<file path="config.mk">
export PLATFORM = sky130hd
export DESIGN_NAME = flash_write_ctrl
export DESIGN_NICKNAME = d
export VERILOG_FILES = /design/src/rtl/flash_write_ctrl.sv
export SDC_FILE = /design/constraint.sdc
export NUM_CORES = 1
export LEC_CHECK = 0
export CORE_MARGIN = 3
export CORE_UTILIZATION = 30
export CTS_CLUSTER_DIAMETER = 80
export DETAILED_ROUTE_END_ITERATION = 7
export PLACE_DENSITY = 0.57
export SKIP_CTS_REPAIR_TIMING = 1
export SLEW_MARGIN = 10
export SYNTH_ARGS = -nofsm -noshare
export SYNTH_HDL_FRONTEND = slang
export SYNTH_SLANG_ARGS = --single-unit
</file>
<file path="constraint.sdc">
create_clock -name clock -period 6.7 [get_ports clock]
set_clock_uncertainty 0.05 [all_clocks]
set_input_delay 1.005 -clock clock [delete_from_list [all_inputs] [get_ports clock]]
set_output_delay 1.005 -clock clock [all_outputs]
set_load 0.1 [all_outputs]
</file>
<file path="src/rtl/flash_write_ctrl.sv">
// flash_write_ctrl: memory-mapped flash write controller.
// The CPU loads up to DEPTH 16-bit words over the IO write bus, then issues
// a start command. Words are streamed to the flash one per strobe, paced by
// flash_busy, and Interrupt_en is raised when the buffer is drained. It stays
// high until the CPU writes the acknowledge address.
//
// Ports:
//   clock, reset       system clock; synchronous active-high reset
//   Write_IO           CPU IO write strobe (level; only its rising edge acts)
//   Adress_bus         CPU IO address
//   Data_bus           CPU write data
//   flash_busy         flash cannot accept a word while high
//   FLASH_data         registered word presented to the flash
//   put_data           registered one-cycle strobe qualifying FLASH_data
//   Interrupt_en       transfer complete, level until acknowledged
//   words_left         words still to send (0 in IDLE)
//
// Build option: define FLASH_WR_CHECKSUM_EN to append a two's-complement
// checksum word after the data words, so all sent words sum to 0 mod 2^16.

module flash_write_ctrl #(
    parameter int unsigned DEPTH      = 16,
    parameter logic [15:0] START_ADDR = 16'h6000,
    parameter logic [15:0] ACK_ADDR   = 16'h6001,
    parameter logic [15:0] DATA_ADDR  = 16'h6002
) (
    input  logic                     clock,
    input  logic                     reset,
    input  logic                     Write_IO,
    input  logic [15:0]              Adress_bus,
    input  logic [15:0]              Data_bus,
    input  logic                     flash_busy,
    output logic [15:0]              FLASH_data,
    output logic                     put_data,
    output logic                     Interrupt_en,
    output logic [$clog2(DEPTH):0]   words_left
);

    localparam int AW = $clog2(DEPTH);
    localparam int PW = AW + 1;
    localparam logic [PW-1:0] DEPTH_W = PW'(DEPTH);

    typedef enum logic [1:0] {
        S_IDLE,
        S_SEND,
        S_GAP,
        S_DONE
    } state_t;

    state_t         state_q, state_d;
    logic           wr_io_q;
    logic [PW-1:0]  wr_ptr_q, wr_ptr_d;
    logic [PW-1:0]  rd_ptr_q, rd_ptr_d;
    logic [PW-1:0]  count_q, count_d;
    logic [15:0]    flash_data_q, flash_data_d;
    logic           put_data_q, put_data_d;
    logic [15:0]    buf_q [DEPTH];
    logic           buf_we;

    logic           wr_evt;
    logic           is_data;
    logic           is_start;
    logic           is_ack;
    logic [PW-1:0]  total;
    logic [15:0]    send_word;
    logic [15:0]    rd_word;

    // Only the rising edge of Write_IO acts, so a held strobe is one command.
    assign wr_evt   = Write_IO & ~wr_io_q;
    assign is_data  = wr_evt && (Adress_bus == DATA_ADDR);
    assign is_start = wr_evt && (Adress_bus == START_ADDR);
    assign is_ack   = wr_evt && (Adress_bus == ACK_ADDR);

    assign rd_word  = buf_q[rd_ptr_q[AW-1:0]];

`ifdef FLASH_WR_CHECKSUM_EN
    logic [15:0] sum_q, sum_d;

    // One extra slot after the data words carries the negated running sum.
    assign total     = count_q + PW'(1);
    assign send_word = (rd_ptr_q == count_q) ? 16'(16'h0000 - sum_q)
                                             : rd_word;
`else
    assign total     = count_q;
    assign send_word = rd_word;
`endif

    always_comb begin
        state_d      = state_q;
        wr_ptr_d     = wr_ptr_q;
        rd_ptr_d     = rd_ptr_q;
        count_d      = count_q;
        flash_data_d = flash_data_q;
        put_data_d   = 1'b0;
        buf_we       = 1'b0;
`ifdef FLASH_WR_CHECKSUM_EN
        sum_d        = sum_q;
`endif
        unique case (state_q)
            S_IDLE: begin
                if (is_data) begin
                    // A full buffer drops further words silently.
                    if (count_q < DEPTH_W) begin
                        buf_we   = 1'b1;
                        wr_ptr_d = wr_ptr_q + PW'(1);
                        count_d  = count_q + PW'(1);
                    end
                end else if (is_start) begin
`ifdef FLASH_WR_CHECKSUM_EN
                    // Even an empty buffer sends its checksum word.
                    state_d = S_SEND;
`else
                    state_d = (count_q != '0) ? S_SEND : S_DONE;
`endif
                end
            end
            S_SEND: begin
                if (!flash_busy) begin
                    flash_data_d = send_word;
                    put_data_d   = 1'b1;
                    rd_ptr_d     = rd_ptr_q + PW'(1);
                    state_d      = S_GAP;
`ifdef FLASH_WR_CHECKSUM_EN
                    sum_d        = sum_q + send_word;
`endif
                end
            end
            S_GAP: begin
                // One dead cycle lets the flash raise busy before the next word.
                state_d = (rd_ptr_q == total) ? S_DONE : S_SEND;
            end
            S_DONE: begin
                if (is_ack) begin
                    state_d  = S_IDLE;
                    wr_ptr_d = '0;
                    rd_ptr_d = '0;
                    count_d  = '0;
`ifdef FLASH_WR_CHECKSUM_EN
                    sum_d    = '0;
`endif
                end
            end
        endcase
    end

    always_ff @(posedge clock) begin
        if (reset) begin
            state_q      <= S_IDLE;
            wr_io_q      <= 1'b0;
            wr_ptr_q     <= '0;
            rd_ptr_q     <= '0;
            count_q      <= '0;
            flash_data_q <= '0;
            put_data_q   <= 1'b0;
        end else begin
            state_q      <= state_d;
            wr_io_q      <= Write_IO;
            wr_ptr_q     <= wr_ptr_d;
            rd_ptr_q     <= rd_ptr_d;
            count_q      <= count_d;
            flash_data_q <= flash_data_d;
            put_data_q   <= put_data_d;
        end
    end

`ifdef FLASH_WR_CHECKSUM_EN
    always_ff @(posedge clock) begin
        if (reset) begin
            sum_q <= '0;
        end else begin
            sum_q <= sum_d;
        end
    end
`endif

    // Buffer contents need no reset: count gates what is ever read.
    always_ff @(posedge clock) begin
        if (buf_we) begin
            buf_q[wr_ptr_q[AW-1:0]] <= Data_bus;
        end
    end

    assign FLASH_data   = flash_data_q;
    assign put_data     = put_data_q;
    assign Interrupt_en = (state_q == S_DONE);
    assign words_left   = (state_q == S_IDLE) ? '0 : (total - rd_ptr_q);

endmodule

</file>
Word-level counts from Yosys, hierarchy flattened:

Memory sizes are Yosys's and may differ from the RTL's. A register that Yosys moved wholly into a read port is not among the register bits.
Index checks and enable logic that the tools add are counted.

* eq/ne operators: 13
* $lt $le $gt $ge: 1
* muxes and demuxes: 23
* add/subtract/negate cells: 4
* bitwise logic cells: 4
* reductions and logical operators: 12

Operator list (count)
* $eq A16 B15 Y1 const B: 3
* $mux W5: 7
* $pmux W5 S2: 3
* $add A5 B1 Y5 const B: 3
* $mux W2: 6
* $ne A2 B2 Y1 const B: 5
* $pmux W2 S4: 1
* $reduce_and A4 Y1: 2
* $mux W1: 6
* $eq A5 B5 Y1: 1
* $lt A5 B5 Y1 const B: 1
* $reduce_bool A5 Y1: 1
* $sub A5 B5 Y5: 1
* $eq A2 B2 Y1 const B: 2
* $reduce_bool A2 Y1: 2
* $logic_and A1 B1 Y1: 3
* $not A1 Y1: 3
* $reduce_and A3 Y1: 1
* $eq A2 B1 Y1 const B: 1
* $logic_not A2 Y1: 1
* $ne A2 B1 Y1 const B: 1
* $reduce_and A2 Y1: 1
* $reduce_or A2 Y1: 1
* $and A1 B1 Y1: 1

* register bits after elaboration: 19
* logic and storage cells: 64
* bits of input ports: 36
* memories kept: 1
* output and inout bits: 23
* RAM bits: 256

Memories
* buf_q: words 16, width 16, rd ports 1, clocked after memory_dff 1, wr ports 1, line 57 `logic [15:0] buf_q [DEPTH];`

Longest topological paths before layout:

Gate-level depths: netlist (run 1).

* word-level depth: 7
* mapped depth: 8
* mapped depth without buffers: 8

Worst setup path after synthesis (run 1):

Ideal clock, no wire load.

* path type: register -> output
* from: reg rd_ptr_q[1]
* to: out words_left[3]
* cell stages (with the launch flop): 8
* path slack: 1.927 ns
* buffers on the path: 1
* arrival: 3.718 ns
* data required time: 5.645 ns
* cells stage by stage: dfxtp_1 inv_2 buf_1 ha_1 nor2b_1 o21ai_0 a21boi_0 nor3_1

* longest elaborated chain between the ends: 2

RTL lines
* from (decl): line 53 `logic [PW-1:0] rd_ptr_q, rd_ptr_d;`
* from (signal assigned): line 159 `rd_ptr_q <= rd_ptr_d;`
* $sub A5 B5 Y5: line 186 `assign words_left = (state_q == S_IDLE) ? '0 : (total - rd_ptr_q);`
* $mux W5: line 186
* to (decl): line 36 `output logic [$clog2(DEPTH):0] words_left`

Every way passes these cells.

Worst setup path after layout (run 1):

* from: reg rd_ptr_q[2]
* to: out words_left[4]

Same word-level chain as after synthesis.

==> run_results.csv, run 1 <==
group,metric,value,unit
outcome,status,"finished, final reports clean",
die,core,37800,um2
synthesis,syn-cell-area,11500,um2
power_and_ir_drop,powerDensity,270,nW/um2
global_route,grt_pass1_wl,38500,um
power_and_ir_drop,seq_power_share,0.532,
global_route,antenna_found_initial,0,
synthesis,ys_ff_latch,290,
synthesis,synth_top_area_frac,0.667,
cells_and_area,final_util,0.362,
drt,totalWireLength,25500,um
synthesis,synthCells,599,
placement,hpwl,15000,um
cells_and_area,final_cells,1199,
clock_network,cts_tree,"yes",
die,die-area,40800,um2
power_and_ir_drop,ir_worst_vdd,0.000167,V
synthesis,synthTopCellsByCount,"256 x edfxtp_1, 64 x mux4_2, 34 x dfxtp_1, 32 x mux2i_1",
synthesis,yosysUniqueCellTypes,51,
synthesis,synth_top_cell_by_area,"edfxtp_1",
power_and_ir_drop,swShare,0.200,
clock_network,clk_pin_slew_worst_paths,0.06,ns
synthesis,yosysWarnings,0,
drt,drt-initial-drc-count,472,
global_route,grt_max_degree,54,
timing,hold_viol_final,0,
timing,min_period,4.73,ns
power_and_ir_drop,clkPwrFrac,0.452,
synthesis,synth_fp_nets,647,
power_and_ir_drop,p_int,2.95,mW
run,drv_cap,0,
placement,port_buffers,58,
timing,fin_setup_tns,0,ns
placement,dpl.cell_count,1143,
drt,vias,5786,
die,start_util,0.305,
placement,gp_congestion,0.748,
worst_setup_path,cp.arrival,3.67,ns
die,ioPinCount,59,
clock_network,cts_max_level,1,
hold_path,min_path_type,"register to register",
drt,drc,0,
worst_setup_path,worstSetupStartpointType,"register",
die,die_x,202,um
cells_and_area,num-nets-final,712,
drt,post_drt_wl_per_cell,21.3,um
synthesis,synthTopCellsByArea,"edfxtp_1 67%, mux4_2 13%, dfxtp_1 5.9%, mux2i_1 2.8%, o221ai_1 1.3%",
timing,setup_viol,0,
clock_network,clock-sinks,290,
clock_network,cts_buffers,30,
clock_network,root_buffer,"clkbuf_16",
global_route,track_usage,0.124,
cells_and_area,drive_gt1_frac,0.190,
worst_setup_path,worstPathRequired,5.64,ns
timing,rsz0062_at_grt,"no",
synthesis,async_reset_ff_frac,0,
synthesis,ys_seq_area_frac,0.726,
timing,finalCritPeriodShare,0.705,
synthesis,syn_area_per_cell,19.2,um2
timing,slew_headroom,0.307,
cells_and_area,n_antenna_cell,0,
power_and_ir_drop,switching_power,0.739,mW
power_and_ir_drop,power_leakage,4.31,nW
worst_setup_path,cp_max_fo,39,
global_route,first_global_vias,5894,
die,fp.dieH,202,um
global_route,grt_remaining_overflow,0,
drt,avgViaCountPerCell,4.83,
synthesis,synth_flop_cell,"edfxtp_1",
synthesis,synth-edff-count,256,
drt,ant_nets,0,
placement,postPlaceCellArea,12700,um2
worst_setup_path,crit_type,"register to output port",
clock_network,clock_latency,0.58,ns
cells_and_area,final_cell_area,13700,um2
power_and_ir_drop,power_frac_comb,0.015,
timing,slew_violations,0,
die,rows,71,
worst_setup_path,cp-end-kind,"output port",
cells_and_area,nFillCells,3494,
synthesis,yosysMostFrequentCell,"edfxtp_1",
timing,fmax,0.212,GHz
cells_and_area,synthToLayoutAreaGrowth,18.5,%
clock_network,clock_path_buffers,3,
drt,firstDrtPassIters,4,
timing,worstMarginPinSlew,1.04,ns
-- cell type report --
class | instances | area (um2) | share of cell area
sequential | 290 | 8370 | 0.613
clock buffer | 35 | 790 | 0.0578
timing repair buffer | 66 | 641 | 0.0469
tap | 511 | 639 | 0.0468
multi-input combinational | 260 | 2940 | 0.216
inverter | 16 | 60.1 | 0.00440
clock inverter | 21 | 210 | 0.0154
-- power groups by stage --
stage | combinational (mW) | sequential (mW) | clock (mW)
floorplan | 0.00689 | 2.00 | 0
global placement | 0.0562 | 2.00 | 0
detailed placement | 0.0573 | 2.00 | 0
CTS | 0.0573 | 1.96 | 1.70
global route | 0.0614 | 1.96 | 1.77
finish | 0.0559 | 1.96 | 1.67
-- worst paths after layout --
check	start	endpoint	slack (ns)	depth (start not counted)
max	rd_ptr_q[2]$_SDFFE_PP0P_	words_left[4]	1.97	7
min	rd_ptr_q[4]$_SDFFE_PP0P_	rd_ptr_q[4]$_SDFFE_PP0P_	0.45	1
max reg2reg	wr_io_q$_SDFF_PP0_	buf_q[7][3]$_DFFE_PP_	3.69	4
min reg2reg	rd_ptr_q[4]$_SDFFE_PP0P_	rd_ptr_q[4]$_SDFFE_PP0P_	0.45	1
-- through the flow --
stage / power (mW) / worst slack (ns) / hold WS (ns)
final: 3.69 / 1.97 / 0.454
after global routing: 3.80 / 1.74 / 0.487
after CTS: 3.72 / 1.89 / 0.457
after detailed placement: 2.06 / 2.28 / 0.445
after global placement: 2.06 / 2.28 / 0.435
after floorplan: 2.01 / 1.93 / 0.418
-- worst max-delay path, stage by stage (launching register included) --
cell             delay [ns]
dfxtp_4                0.85
inv_1                  0.18
ha_1                   0.40
a21o_1                 0.19
a21oi_1                0.18
xnor2_1                0.08
nor2_1                 0.10
clkdlybuf4s50_1        1.14
-- flip-flops by register name, summed over array words and instances, names as in the netlist --
signal / cells
FLASH_data: 16
count_q: 5
buf_q: 256
wr_io_q: 1
rd_ptr_q: 5
put_data: 1
state_q: 2
wr_ptr_q: 4
-- kinds of logic (layout without fill, tap and decap cells) --
group | Yosys count | in the layout | synth area share
flip-flops | 290 | 290 | 0.726
multiplexers | 96 | 96 | 0.153
AND/OR/NAND/NOR | 95 | 95 | 0.0514
AO/OA/AOI/OAI | 54 | 54 | 0.0341
buffers and inverters | 49 | 138 | 0.0199
adder cells (fa/ha/maj) | 12 | 12 | 0.0137
XOR/XNOR | 3 | 3 | 0.00228
-- layer usage --
metal | GRT usage | up-vias | wire length, um
met4 | 0.0284 | 0 | 533
met5 | 0 | - | 0
met2 | 0.200 | 148 | 12100
met1 | 0.176 | 3010 | 11600
li1 | - | 2590 | -
met3 | 0.0222 | 38 | 1250
-- placed cells by master (no fill, tap or decap), types with 7 or more instances in the layout --
master / Yosys / layout
ha_1: 11 / 11
mux2i_1: 32 / 32
edfxtp_1: 256 / 256
and2_1: 14 / 14
nand3b_1: 17 / 17
dfxtp_1: 34 / 32
buf_4: 2 / 8
clkdlybuf4s50_1: 0 / 58
nor3_1: 7 / 7
nor2_1: 11 / 11
a21oi_1: 10 / 10
clkinv_2: 0 / 10
inv_1: 14 / 14
clkbuf_16: 0 / 30
o221ai_1: 17 / 17
mux4_2: 64 / 64
(Power assumes the default switching activity.)
==> run 2: changes to the inputs <==
==> constraint.sdc (replaced) <==
create_clock -name clock -period 4.7 [get_ports clock]
set_clock_uncertainty 0.05 [all_clocks]
set_input_delay 0.705 -clock clock [delete_from_list [all_inputs] [get_ports clock]]
set_output_delay 0.705 -clock clock [all_outputs]
set_load 0.1 [all_outputs]
==> run 2 against run 1 <==
Setup slack got worse by 1.0 ns. Critical path type unchanged. Power is 39% higher. Via count rose by 1.4%. Combinational power increased by 50%. Largest cell class unchanged. Highest routed layer unchanged. Final cell count up 1.2%.
==> run_results.csv, run 2 (same netlist as run 1, synthesis figures left out) <==
group,metric,value,unit
hold_path,min_path_type,"register to register",
timing,worstMarginPinSlew,1.03,ns
clock_network,clock_path_buffers,3,
drt,avgViaCountPerCell,4.84,
drt,post_drt_wl_per_cell,21.6,um
run,drv_cap,0,
worst_setup_path,worstPathRequired,3.94,ns
placement,hpwl,16500,um
die,core,37800,um2
worst_setup_path,worstSetupStartpointType,"register",
cells_and_area,drive_gt1_frac,0.202,
power_and_ir_drop,power_leakage,4.36,nW
global_route,first_global_vias,5999,
cells_and_area,num-nets-final,726,
cells_and_area,synthToLayoutAreaGrowth,18.9,%
worst_setup_path,regToRegSetupSlack,1.81,ns
worst_setup_path,crit_family,"buffers and inverters",
clock_network,clock-sinks,290,
die,start_util,0.305,
cells_and_area,nFillCells,3496,
timing,min_period,3.73,ns
timing,fmax,0.268,GHz
power_and_ir_drop,powerDensity,375,nW/um2
placement,gp_congestion,0.737,
worst_setup_path,cpPeakStageDelay,1.13,ns
die,die_x,202,um
clock_network,cts_max_level,1,
die,ioPinCount,59,
worst_setup_path,cp.arrival,2.97,ns
cells_and_area,layout_common_cells,"256 x edfxtp_1, 64 x mux4_2, 55 x clkdlybuf4s50_1",
placement,postPlaceCellArea,12800,um2
worst_setup_path,cp-end-kind,"output port",
power_and_ir_drop,ir_worst_vdd,0.000280,V
worst_setup_path,crit_type,"register to output port",
clock_network,root_buffer,"clkbuf_16",
cells_and_area,final_cell_area,13700,um2
cells_and_area,mostFrequentLayoutCell,"edfxtp_1",
outcome,status,"finished, final reports clean",
timing,slew_headroom,0.310,
global_route,grt_remaining_overflow,0,
timing,finalCritPeriodShare,0.793,
die,rows,71,
placement,port_buffers,58,
clock_network,cts_tree,"yes",
global_route,track_usage,0.128,
die,die-area,40800,um2
clock_network,cts_buffers,30,
global_route,grt_max_degree,69,
drt,totalWireLength,26300,um
clock_network,clk_pin_slew_worst_paths,0.06,ns
worst_setup_path,cp_max_fo,5,
cells_and_area,largest_register_ff_count,256,
worst_setup_path,worst-path-buf-inv,2,
timing,setup_viol,0,
drt,firstDrtPassIters,4,
cells_and_area,n_antenna_cell,0,
global_route,antenna_found_initial,0,
timing,rsz0062_at_grt,"no",
die,fp.dieH,202,um
drt,drt-initial-drc-count,410,
worst_setup_path,path_cells,"ha_1, inv_1, fa_1, nor2b_1, clkdlybuf4s50_1",
timing,fin_setup_tns,0,ns
worst_setup_path,slowest_stage,"clkdlybuf4s50_1",
timing,slew_violations,0,
global_route,grt_pass1_wl,39600,um
clock_network,clock_latency,0.54,ns
drt,ant_nets,0,
drt,drc,0,
drt,vias,5866,
timing,hold_viol_final,0,
run 2: cell count changes in the layout (fill, tap and decap cells not counted), moves of 2 or more:
cell             delta
clkinv_1            -4
bufinv_16           -3
clkbuf_8            +3
buf_4              +17
clkbuf_16           +2
clkdlybuf4s50_1     -3
clkbuf_1           +10
clkinv_2            -6
run 2: worst register-to-register path: stages, from the launching register on:
cell and delay (ns):
dfxtp_4 0.74, buf_4 0.74, mux4_2 0.66, mux2i_1 0.36, o221ai_1 0.18
run 2: layer usage:
metal	GRT usage	wire (um)	vias up
met5	0	0	-
met4	0.0284	512	0
met3	0.0238	1420	31
met2	0.202	12200	153
met1	0.187	12100	3059
li1	-	-	2623
run 2: area by class of cell:
class	count	area, um2	area share
Tap cell	511	639	0.0466
Timing Repair Buffer	80	738	0.0538
Sequential cell	290	8370	0.611
Clock buffer	50	918	0.0670
Clock inverter	6	37.5	0.00274
Inverter	16	60.1	0.00438
Multi-Input combinational cell	260	2940	0.215
run 2: path summary, 6_finish.rpt:
check | start | endpoint | depth (start not counted)
worst max register to register | rd_ptr_q[2]$_SDFFE_PP0P_ | FLASH_data[1]$_SDFFE_PP0P_ | 4
worst min register to register | FLASH_data[1]$_SDFFE_PP0P_ | FLASH_data[1]$_SDFFE_PP0P_ | 2
worst max-delay path | rd_ptr_q[0]$_SDFFE_PP0P_ | words_left[1] | 5
worst min-delay path | FLASH_data[1]$_SDFFE_PP0P_ | FLASH_data[1]$_SDFFE_PP0P_ | 2
run 2: per-stage QoR:
step / setup slack [ns] / hold WS, ns / power (mW) / util / instances
after floorplan: 0.227 / 0.418 / 2.87 / - / 599
after detailed placement: 0.890 / 0.447 / 2.94 / 0.338 / 1157
after global routing: 0.843 / 0.483 / 5.31 / 0.363 / 1213
final: 0.974 / 0.464 / 5.14 / 0.363 / 1213
after CTS: 0.922 / 0.462 / 5.20 / 0.363 / 1213
after global placement: 0.983 / 0.437 / 2.94 / 0.338 / 1157
run 2: power breakdown:
part	internal, mW	switching, mW
combinational	0.0305	0.0535
sequential	2.80	0.000143
clock	1.33	0.930
total	4.16	0.983
